**config.mk**
```make
export PLATFORM = sky130hd
export DESIGN_NAME = id_ex_pipe
export DESIGN_NICKNAME = d
export VERILOG_FILES = /design/src/rtl/id_ex_pipe.sv
export SDC_FILE = /design/constraint.sdc
export NUM_CORES = 1
export LEC_CHECK = 0
export BUFFER_PORTS_ARGS = -buffer_cell sky130_fd_sc_hd__buf_4
export CORE_AREA = 2 2 235 237
export DETAILED_ROUTE_END_ITERATION = 8
export DIE_AREA = 0 0 237 239
export PLACE_DENSITY = 0.69
export SLEW_MARGIN = 5
export SYNTH_ARGS = -nofsm -noshare
export SYNTH_HDL_FRONTEND = slang
export SYNTH_SLANG_ARGS = --single-unit
```
**constraint.sdc**
```tcl
create_clock -name clk -period 3.7 [get_ports clk]
set_input_delay 0.555 -clock clk [delete_from_list [all_inputs] [get_ports clk]]
set_output_delay 0.555 -clock clk [all_outputs]
set_load 0.05 [all_outputs]
```
**src/rtl/id_ex_pipe.sv**
```systemverilog
// ID/EX pipeline register built as a two-entry skid buffer. in_ready is a flop,
// so nothing combinational runs from out_ready back to in_ready.
module id_ex_pipe #(
  parameter int          XLEN       = 64,
  parameter int          RW         = 5,
  parameter int          FW         = 4,
  parameter int          AW         = 2,
  // Value loaded into stall_cnt at reset; 0 in a real pipeline.
  parameter logic [31:0] STALL_INIT = 32'h0
) (
  input  logic            clk,
  input  logic            reset,
  input  logic            flush,

  input  logic            in_valid,
  output logic            in_ready,
  input  logic [XLEN-1:0] in_pc,
  input  logic [XLEN-1:0] in_rs1_data,
  input  logic [XLEN-1:0] in_rs2_data,
  input  logic [XLEN-1:0] in_imm,
  input  logic [RW-1:0]   in_rs1,
  input  logic [RW-1:0]   in_rs2,
  input  logic [RW-1:0]   in_rd,
  input  logic [FW-1:0]   in_funct,
  input  logic [AW-1:0]   in_aluop,
  input  logic [5:0]      in_ctrl,

  output logic            out_valid,
  input  logic            out_ready,
  output logic [XLEN-1:0] out_pc,
  output logic [XLEN-1:0] out_rs1_data,
  output logic [XLEN-1:0] out_rs2_data,
  output logic [XLEN-1:0] out_imm,
  output logic [RW-1:0]   out_rs1,
  output logic [RW-1:0]   out_rs2,
  output logic [RW-1:0]   out_rd,
  output logic [FW-1:0]   out_funct,
  output logic [AW-1:0]   out_aluop,
  output logic [5:0]      out_ctrl,

  output logic [31:0]     stall_cnt
);

  typedef struct packed {
    logic [XLEN-1:0] pc;
    logic [XLEN-1:0] rs1_data;
    logic [XLEN-1:0] rs2_data;
    logic [XLEN-1:0] imm;
    logic [RW-1:0]   rs1;
    logic [RW-1:0]   rs2;
    logic [RW-1:0]   rd;
    logic [FW-1:0]   funct;
    logic [AW-1:0]   aluop;
    logic [5:0]      ctrl;
  } entry_t;

  typedef enum logic [1:0] {
    EMPTY = 2'd0,
    FULL  = 2'd1,
    SKID  = 2'd2
  } state_t;

  state_t      state_q, state_d;
  entry_t      main_q, main_d;
  entry_t      skid_q, skid_d;
  entry_t      in_entry;
  logic        in_ready_q, in_ready_d;
  logic [31:0] stall_q, stall_d;
  logic        in_fire;
  logic        out_fire;
  logic        stalled;

  assign in_entry = '{
    pc:       in_pc,
    rs1_data: in_rs1_data,
    rs2_data: in_rs2_data,
    imm:      in_imm,
    rs1:      in_rs1,
    rs2:      in_rs2,
    rd:       in_rd,
    funct:    in_funct,
    aluop:    in_aluop,
    ctrl:     in_ctrl
  };

  assign out_valid = (state_q != EMPTY);
  assign in_ready  = in_ready_q;
  assign in_fire   = in_valid & in_ready_q;
  assign out_fire  = out_valid & out_ready;
  assign stalled   = out_valid & ~out_ready;

  always_comb begin
    state_d = state_q;
    main_d  = main_q;
    skid_d  = skid_q;
    if (flush) begin
      state_d = EMPTY;
      main_d  = '0;
      skid_d  = '0;
    end else begin
      unique case (state_q)
        EMPTY: begin
          if (in_fire) begin
            main_d  = in_entry;
            state_d = FULL;
          end
        end
        FULL: begin
          if (in_fire && out_fire) begin
            main_d = in_entry;
          end else if (in_fire) begin
            skid_d  = in_entry;
            state_d = SKID;
          end else if (out_fire) begin
            // Clearing main keeps out_ctrl at zero while the stage is a bubble.
            main_d  = '0;
            state_d = EMPTY;
          end
        end
        SKID: begin
          if (out_fire) begin
            main_d  = skid_q;
            skid_d  = '0;
            state_d = FULL;
          end
        end
        default: begin
          state_d = EMPTY;
          main_d  = '0;
          skid_d  = '0;
        end
      endcase
    end
  end

  assign in_ready_d = (state_d != SKID);
  assign stall_d    = (stalled && (stall_q != 32'hFFFF_FFFF)) ? stall_q + 32'd1 : stall_q;

  always_ff @(posedge clk) begin
    if (!reset) begin
      state_q    <= EMPTY;
      main_q     <= '0;
      skid_q     <= '0;
      in_ready_q <= 1'b0;
      stall_q    <= STALL_INIT;
    end else begin
      state_q    <= state_d;
      main_q     <= main_d;
      skid_q     <= skid_d;
      in_ready_q <= in_ready_d;
      stall_q    <= stall_d;
    end
  end

  assign out_pc       = main_q.pc;
  assign out_rs1_data = main_q.rs1_data;
  assign out_rs2_data = main_q.rs2_data;
  assign out_imm      = main_q.imm;
  assign out_rs1      = main_q.rs1;
  assign out_rs2      = main_q.rs2;
  assign out_rd       = main_q.rd;
  assign out_funct    = main_q.funct;
  assign out_aluop    = main_q.aluop;
  assign out_ctrl     = main_q.ctrl;
  assign stall_cnt    = stall_q;

endmodule

```
==> flow_summary.toml, run 1 <==
[clock_network]
cts_resized = 0
clock_latency_ps = 620
cts_hold_buf = 0
h-tree-depth = 2
numCtsBuffers = 61
clockBufferDepth = 3
cts_sinks = 601
cts_tree = "built"
path_clk_slew_ps = 60
post_cts_buffers = 0
cts-root-buf = "clkbuf_16"

[placed_design]
dp.final_hpwl_microns = 50000
place_inst = 3821
gp_congestion = 0.817
port_buffers = 604

[sta]
fin_crit_sh = 0.716
tns_ps = 0
fin_crit_ps = 2650
max_freq_mhz = 378
tightest_slew_ps = 981
rsz0062_at_grt = "no"
report.final.slew_viol_count = 0
finalHoldViolCount = 0
setup_viol = 0
slew_headroom = 0.346
worst_clock_skew_ps = 10.2

[worst_setup_path]
r2r-start = "state_q[1]"
cp_max_fo = 78
critPathSlowestCell = "dfxtp_1"
r2r_end = "out_rs2_data[47]"
worstPathArrival_ps = 3190
cp_num_buf_inv = 1
crit_family = "compound AO/OA/AOI/OAI gates"
start_kind = "register"
required_ps = 4250
path_cells = "and3b_1, a211oi_1, a21o_4, buf_12, a22oi_1, nor2_1"
r2r_cells = 6
slowest_delay_ps = 700
worstSetupPathType = "register to register"
rrSetupSlack_ps = 1050
cp-end-kind = "register"

[worst_hold_path]
min_path_type = "input port to register"
min_from = "flush"
hold_path_end = "in_ready"
hold_path_depth = 2

[final_layout]
drive_gt1_frac = 0.241
stdcell_count = 3940
final_common_cell = "buf_4"
nets = 3469
finish.utilization = 0.571
area.growth.synth_to_final_pct = 28.9
layout_common_cells = "buf_4 (616), dfxtp_1 (601), nand2_1 (301)"
nFillCells = 4791

[global_route]
grt-ovfl-total = 0
track_usage = 0.267
grt_max_degree = 176
grt_pass1_wl_microns = 123000
grt_pass1_vias = 21700
antenna_found_initial = 9

[floorplan]
die_y_microns = 239
die_area_sq_mm = 0.0566
coreArea_sq_mm = 0.0543
die_w_microns = 237
top_level_ports = 605
initial_utilization = 0.443
num_rows = 86

[power]
ir_drop_mv = 0.344
p_leak_uw = 0.0118
p_per_area_mw_per_mm2 = 472

[synthesis]
avgSynthCellArea_sq_um = 8.68
syn_inst = 2774
ys_warn_count = 0
synthFlopType = "dfxtp_1"
synth.ff_latch_count = 601
ys_async_sr_fraction = 0
synth-edff-count = 0
ys_types = 60
synth.net_count = 3063
ys_seq_area_frac = 0.500
netlist_area_sq_mm = 0.0241

[detailed_routing]
drcViolationCount = 0
drtAntennaViolNets = 0
wl_per_cell_microns = 20.5
first_iter_violations = 1988
dr.pass1.iters = 5
vias = 23300
drt_wl_total_microns = 80600
avgViaCountPerCell = 5.90

[status]
status = "completed"

[job]
cap_violations = 0
==> worst max path at each step <==
stage                              from  slack [ps]  depth (start not counted)               end
after floorplan           stall_cnt[21]        1500                          8      stall_cnt[1]
after global placement       state_q[1]        1190                          6  out_rs2_data[14]
after detailed placement     state_q[1]        1090                          6       out_imm[22]
after CTS                    state_q[1]        1060                          6  out_rs2_data[47]
after global routing         state_q[1]         880                          6  out_rs2_data[20]
final                        state_q[1]        1050                          6  out_rs2_data[47]
==> where the power goes <==
| part | switching [uW] | internal, uW | total (uW) |
|---|---|---|---|
| clock network | 2610 | 3780 | 6390 |
| registers | 56.8 | 6560 | 6620 |
| logic | 1010 | 632 | 1640 |
==> cells by family after synthesis <==
family / count (synthesis) / synth area share
and+or+nand+nor: 968 / 0.180
buffers and inverters: 297 / 0.0491
xor gates and xnor gates: 16 / 0.00582
adders and majority gates: 1 / 0.000520
AOI/OAI and AO/OA: 887 / 0.263
DFF: 601 / 0.500
muxes: 4 / 0.00166
==> flip-flops by register name, indices dropped and copies added, names as in the netlist <==
register and cells:
out_aluop 2, out_rd 5, out_rs1 5, out_funct 4
out_imm 64, out_rs2_data 64, state_q 2, out_rs2 5
skid_q 283, in_ready 1, out_rs1_data 64, stall_cnt 32
out_pc 64, out_ctrl 6
==> routing by layer <==
metal | vias to the layer above | wire [microns] | track usage
met1 | 11300 | 31900 | 0.330
met4 | 6 | 3400 | 0.117
met3 | 183 | 6720 | 0.0739
met2 | 920 | 38500 | 0.435
li1 | 10800 | - | -
met5 | - | 35 | 0
==> cells in the mapped netlist (5+ instances only) <==
cell / n / area [sq um]
xor2_1: 14 / 123
or3_1: 9 / 56.3
a22oi_1: 283 / 2120
clkbuf_1: 240 / 901
a22o_1: 283 / 2480
nand2b_1: 8 / 50.1
a21boi_2: 6 / 67.6
nor4_2: 5 / 62.6
buf_1: 21 / 78.8
a21oi_1: 288 / 1440
nor2_1: 292 / 1100
nand2_1: 301 / 1130
nand4_1: 7 / 43.8
nand3_1: 295 / 1480
buf_2: 29 / 145
o21ai_2: 6 / 52.6
dfxtp_1: 601 / 12000
and2_1: 15 / 93.8
and4_1: 5 / 43.8
==> final cells by class <==
type	instances	area, sq um	share of cell area
Clock inverter	17	201	0.00649
Multi-Input combinational cell	1876	10900	0.352
Inverter	2	7.51	0.000242
Tap cell	704	881	0.0284
Antenna cell	6	15.0	0.000484
Clock buffer	96	1900	0.0612
Sequential cell	601	12000	0.388
Timing Repair Buffer	638	5060	0.163
==> metrics by stage <==
step                      setup WS [ps]  total power [uW]  area [sq um]  hold slack, ps
after global routing                877             15100         31000             172
after detailed placement           1090              8390         28900             443
after global placement             1190              8360         28900             437
final                              1050             14600         31000             188
after CTS                          1060             14700         31000             156
after floorplan                    1500              7730         24100             432
Power figures use the tool's default switching activity.
==> run 2: changes to the inputs <==
--- a/config.mk
+++ b/config.mk
@@ -6,10 +6,10 @@
 export NUM_CORES = 1
 export LEC_CHECK = 0
 export BUFFER_PORTS_ARGS = -buffer_cell sky130_fd_sc_hd__buf_4
-export CORE_AREA = 2 2 235 237
+export CORE_AREA = 2 2 236 238
 export DETAILED_ROUTE_END_ITERATION = 8
-export DIE_AREA = 0 0 237 239
-export PLACE_DENSITY = 0.69
+export DIE_AREA = 0 0 238 240
+export PLACE_DENSITY = 0.68
 export SLEW_MARGIN = 5
 export SYNTH_ARGS = -nofsm -noshare
 export SYNTH_HDL_FRONTEND = slang
==> constraint.sdc (replaced) <==
create_clock -name clk -period 2.5 [get_ports clk]
set_input_delay 0.375 -clock clk [delete_from_list [all_inputs] [get_ports clk]]
set_output_delay 0.375 -clock clk [all_outputs]
set_load 0.05 [all_outputs]
==> run 2 against run 1 <==
Effect of this change: clock power up 49%; utilization increased by 0.84 points; register-to-register slack lost 620 ps; cell area grew 2.1%; first-iteration DRC count shrank 8.7%; cell count grew 1.6%; clock skew up 10 ps; combinational power increased by 54%; sequential power up 48%; sequential share of layout area fell by 0.79 points; critical endpoint is now out_rs1_data[0]; largest power group unchanged.
==> flow_summary.toml, run 2 (synthesis results as in run 1) <==
[sta]
finalHoldViolCount = 0
fin_crit_sh = 0.826
holdWs_ps = 43.5
fin_crit_ps = 2070
setup_viol = 0
max_freq_mhz = 484
tns_ps = 0
worst_clock_skew_ps = 20.5
rsz0062_at_grt = "no"
report.final.slew_viol_count = 0
tightest_slew_ps = 699
slew_headroom = 0.534

[floorplan]
die_area_sq_mm = 0.0571
num_rows = 86
die_y_microns = 240
die_w_microns = 238
top_level_ports = 605
initial_utilization = 0.440
coreArea_sq_mm = 0.0547

[final_layout]
ff_latch_area_sq_mm = 0.0120
nFillCells = 4752
drive_gt1_frac = 0.254
nets = 3539
largest_reg_flops = 283
multi_input_area_sq_mm = 0.0109
layout_common_cells = "buf_4 (667), dfxtp_1 (601), nand2_1 (301)"
final_common_cell = "buf_4"
largest_register = "skid_q"
area.growth.synth_to_final_pct = 31.6
finish.utilization = 0.580
design_area_sq_mm = 0.0317

[worst_setup_path]
worstSetupPathType = "register to register"
worstPathArrival_ps = 2590
r2r_cells = 7
slowest_delay_ps = 480
cpMostUsedCell = "buf_12"
path_cells = "and3b_1, a211oi_1, a21o_4, buf_12, buf_12, a22oi_1, nor2_1"
start_kind = "register"
required_ps = 3030
r2r-start = "state_q[1]"
rrSetupSlack_ps = 430
cp-end-kind = "register"
cp_max_fo = 50
critPathSlowestCell = "dfxtp_1"
r2r_end = "out_rs1_data[0]"

[detailed_routing]
vias = 23400
first_iter_violations = 1816
avgViaCountPerCell = 5.86
dr.pass1.iters = 6
wl_per_cell_microns = 20.3
drtAntennaViolNets = 0
drt_wl_total_microns = 81100
drcViolationCount = 0

[worst_hold_path]
hold_path_end = "skid_q[125]"
min_from = "in_rs2_data[34]"
min_path_type = "input port to register"
hold_path_depth = 3

[status]
status = "completed"

[power]
p_total_uw = 21800
ir_drop_mv = 0.483
p_per_area_mw_per_mm2 = 689
p_leak_uw = 0.0122

[placed_design]
dp.final_hpwl_microns = 53900
port_buffers = 604
postPlaceCellArea_sq_mm = 0.0296
gp_congestion = 0.843

[clock_network]
numCtsBuffers = 66
cts_hold_buf = 1
h-tree-depth = 3
cts_tree = "built"
clockBufferDepth = 3
cts_resized = 0
path_clk_slew_ps = 60
cts-root-buf = "clkbuf_16"
cts_sinks = 601
clock_latency_ps = 600
post_cts_buffers = 0

[global_route]
grt_pass1_wl_microns = 123000
grt-ovfl-total = 0
grt_pass1_vias = 21600
antenna_found_initial = 8
grt_max_degree = 134
track_usage = 0.267

[job]
cap_violations = 0
[run 2: worst max-delay path: cells and delay by family, from the launching register on]
family	cells	cell delay, ps
AO/OA/AOI/OAI	3	600
buffers and inverters	2	540
flip-flops	1	480
AND/OR/NAND/NOR	2	350
[run 2: metal layers]
| layer | routed length (microns) | up-vias | part of all wire | GRT usage |
|---|---|---|---|---|
| met5 | 23 | - | 0.00028 | 0 |
| met2 | 38800 | 956 | 0.48 | 0.436 |
| met4 | 3610 | 4 | 0.045 | 0.122 |
| met3 | 7180 | 186 | 0.089 | 0.0796 |
| li1 | - | 11000 | - | - |
| met1 | 31500 | 11300 | 0.39 | 0.326 |
[run 2: worst max path at each step]
stage                  startpoint               end  slack [ps]
global placement        out_ready       out_ctrl[1]         500
detailed placement     state_q[1]  out_rs2_data[20]         470
finish                 state_q[1]   out_rs1_data[0]         430
CTS                    state_q[1]  out_rs2_data[20]         440
floorplan           stall_cnt[21]      stall_cnt[1]         300
global route           state_q[1]  out_rs1_data[45]         300
[run 2: per-stage QoR]
stage | setup slack, ps | cells
finish | 434 | 4002
detailed placement | 475 | 3885
global route | 297 | 4002
floorplan | 300 | 2774
global placement | 503 | 3885
CTS | 439 | 3996
[run 2: final cells by class]
class,instances,area share
clock buffer,97,0.0620
tap,704,0.0278
multi-input combinational,1876,0.345
timing repair buffer,703,0.180
inverter,2,0.000237
antenna,6,0.000474
clock inverter,13,0.00407
sequential,601,0.380
[run 2: power by group]
part,internal (uW),leakage (uW),switching [uW]
logic,1010,0.00629,1520
registers,9710,0.00485,88.2
clock network,5620,0.00103,3870
total,16300,0.0122,5480
==> run 3: changes to the inputs <==
--- a/config.mk
+++ b/config.mk
@@ -6,10 +6,10 @@
 export NUM_CORES = 1
 export LEC_CHECK = 0
 export BUFFER_PORTS_ARGS = -buffer_cell sky130_fd_sc_hd__buf_4
-export CORE_AREA = 2 2 236 238
+export CORE_AREA = 2 2 234 236
 export DETAILED_ROUTE_END_ITERATION = 8
-export DIE_AREA = 0 0 238 240
-export PLACE_DENSITY = 0.68
+export DIE_AREA = 0 0 236 238
+export PLACE_DENSITY = 0.72
 export SLEW_MARGIN = 5
 export SYNTH_ARGS = -nofsm -noshare
 export SYNTH_HDL_FRONTEND = slang
==> constraint.sdc (replaced) <==
create_clock -name clk -period 1.66 [get_ports clk]
set_input_delay 0.249 -clock clk [delete_from_list [all_inputs] [get_ports clk]]
set_output_delay 0.249 -clock clk [all_outputs]
set_load 0.05 [all_outputs]
==> run 3 against run 2 <==
Effect of this change: the flow now finishes with violations (negative setup slack); worst setup slack got worse by 610 ps; total power rose by 59%; sequential power rose by 50%; register-to-register slack got worse by 610 ps; cell area rose by 22%; wire length rose by 24%; non-clock buffer count rose by 505; via count rose by 17%; clock-buffer cell count fell by 11; critical path type unchanged.
==> flow_summary.toml, run 3 (synthesis results as in run 1) <==
[clock_network]
cts-root-buf = "clkbuf_16"
clockBufferDepth = 3
cts_sinks = 601
cts_tree = "built"
path_clk_slew_ps = 70
numCtsBuffers = 61
clock_latency_ps = 640
h-tree-depth = 2

[sta]
report.final.slew_viol_count = 0
setup_viol = 336
slew_headroom = 0.605
worst_clock_skew_ps = 18.7
worst_slack_ps = -176
finalHoldViolCount = 0
tightest_slew_ps = 593
rsz0062_at_grt = "yes"
fin_crit_ps = 1840
max_freq_mhz = 545
fin_crit_sh = 1.11

[placed_design]
dp.final_hpwl_microns = 58200
gp_congestion = 0.890
postPlaceCellArea_sq_mm = 0.0314
port_buffers = 604

[worst_setup_path]
path_cells = "and3b_1, a211oi_2, buf_4, a21oi_4, buf_12, buf_6, a22oi_1, nor2_1"
crit_family = "buffers and inverters"
required_ps = 2180
cp_max_fo = 16
slowest_delay_ps = 370
start_kind = "register"
critPathSlowestCell = "dfxtp_2"
cp_num_buf_inv = 3
worstPathArrival_ps = 2350
worstSetupPathType = "register to register"
cp-end-kind = "register"

[global_route]
grt_pass1_wl_microns = 144000
grt_max_degree = 57
track_usage = 0.315
grt-ovfl-total = 0
antenna_found_initial = 7
grt_pass1_vias = 26000

[final_layout]
largest_register = "skid_q"
nets = 4039
final_common_cell = "buf_4"
finish.utilization = 0.724
layout_common_cells = "buf_4 (748), dfxtp_1 (566), nand2_1 (301)"
design_area_sq_mm = 0.0387
drive_gt1_frac = 0.318
largest_reg_flops = 283
area.growth.synth_to_final_pct = 60.9

[detailed_routing]
vias = 27300
wl_per_cell_microns = 22.3
drtAntennaViolNets = 0
drcViolationCount = 0
dr.pass1.iters = 6
first_iter_violations = 2696
avgViaCountPerCell = 6.06
drt_wl_total_microns = 100000

[power]
p_leak_uw = 0.0153
power_frac_comb = 0.151
p_per_area_mw_per_mm2 = 894
pwr-share-seq = 0.425
p_sw_uw = 8960
ir_drop_mv = 0.873
power.internal_uw = 25700
power.share.clock = 0.424
p_sw_frac = 0.259

[job]
cap_violations = 0

[floorplan]
die_y_microns = 238
num_rows = 85
coreArea_sq_mm = 0.0535
top_level_ports = 605
die_area_sq_mm = 0.0562
die_w_microns = 236
initial_utilization = 0.450

[status]
failed_checks = "negative setup slack"
status = "finished, violations left"

[worst_hold_path]
min_path_type = "input port to register"
[run 3: cell count changes in the layout (fill, tap and decap cells not counted), sizes merged]
cell | before | now
buf | 702 | 890
bufbuf | 0 | 3
bufinv | 2 | 6
clkbuf | 97 | 116
clkinv | 10 | 17
diode | 6 | 11
dlygate4sd3 | 1 | 285
inv | 2 | 5
[run 3: layout make-up]
type,instances,area [sq um]
Fill cell,3446,14800
Sequential cell,601,12200
Timing Repair Buffer,1208,12000
Multi-Input combinational cell,1876,11500
Clock buffer,86,1840
Tap cell,696,871
Clock inverter,27,303
Antenna cell,11,27.5
Inverter,2,7.51
[run 3: power by group through the flow]
stage	logic, uW	registers, uW	clock network [uW]
after floorplan	1580	15600	0
after global placement	4010	15000	0
after detailed placement	4080	15000	0
after CTS	4850	14700	14700
after global routing	5460	14700	15400
final	5240	14700	14700
[run 3: worst min-delay path, stage by stage]
cell     delay, ps
buf_4          130
a31oi_1        170
or2_4          140
nor2_1          30
[run 3: metal layers]
layer  GRT usage  up-vias  routed length (microns)
met2       0.534     1696                    48200
met5           0        -                        0
met4       0.162        0                     6330
met3      0.0709      449                     9360
li1            -    12000                        -
met1       0.376    13100                    36500
[run 3: what timing repair did]
item / CTS / global route
hold endpoints to repair: 494 / 0
endpoints found under the setup margin: 564 / 559
hold buffers: 285 / 0
resized for setup: 87 / 102
cloned: 12 / 32
setup buffers: 21 / 20
pin swaps: 19 / 46
[run 3: metrics by stage]
stage / worst slack [ps] / power [uW] / instances / TNS (ps) / hold slack [ps]
6_report: -176 / 34600 / 4507 / -20790 / 121
3_5_place_dp: -202 / 19100 / 4014 / -54680 / 443
5_1_grt: -207 / 35600 / 4503 / -44920 / 123
3_3_place_gp: -106 / 19000 / 4014 / -5880 / 437
4_1_cts: -100 / 34300 / 4445 / -9570 / 90.6
2_1_floorplan: -173 / 17200 / 2774 / -3280 / 372
[run 3: final timing paths]
kind                from           to  cells past startpoint  slack (ps)
max           state_q[1]  out_imm[53]                      8        -180
min             in_valid   state_q[1]                      4         120
max reg2reg   state_q[1]  out_imm[53]                      8        -180
min reg2reg  skid_q[203]  skid_q[203]                      2         450
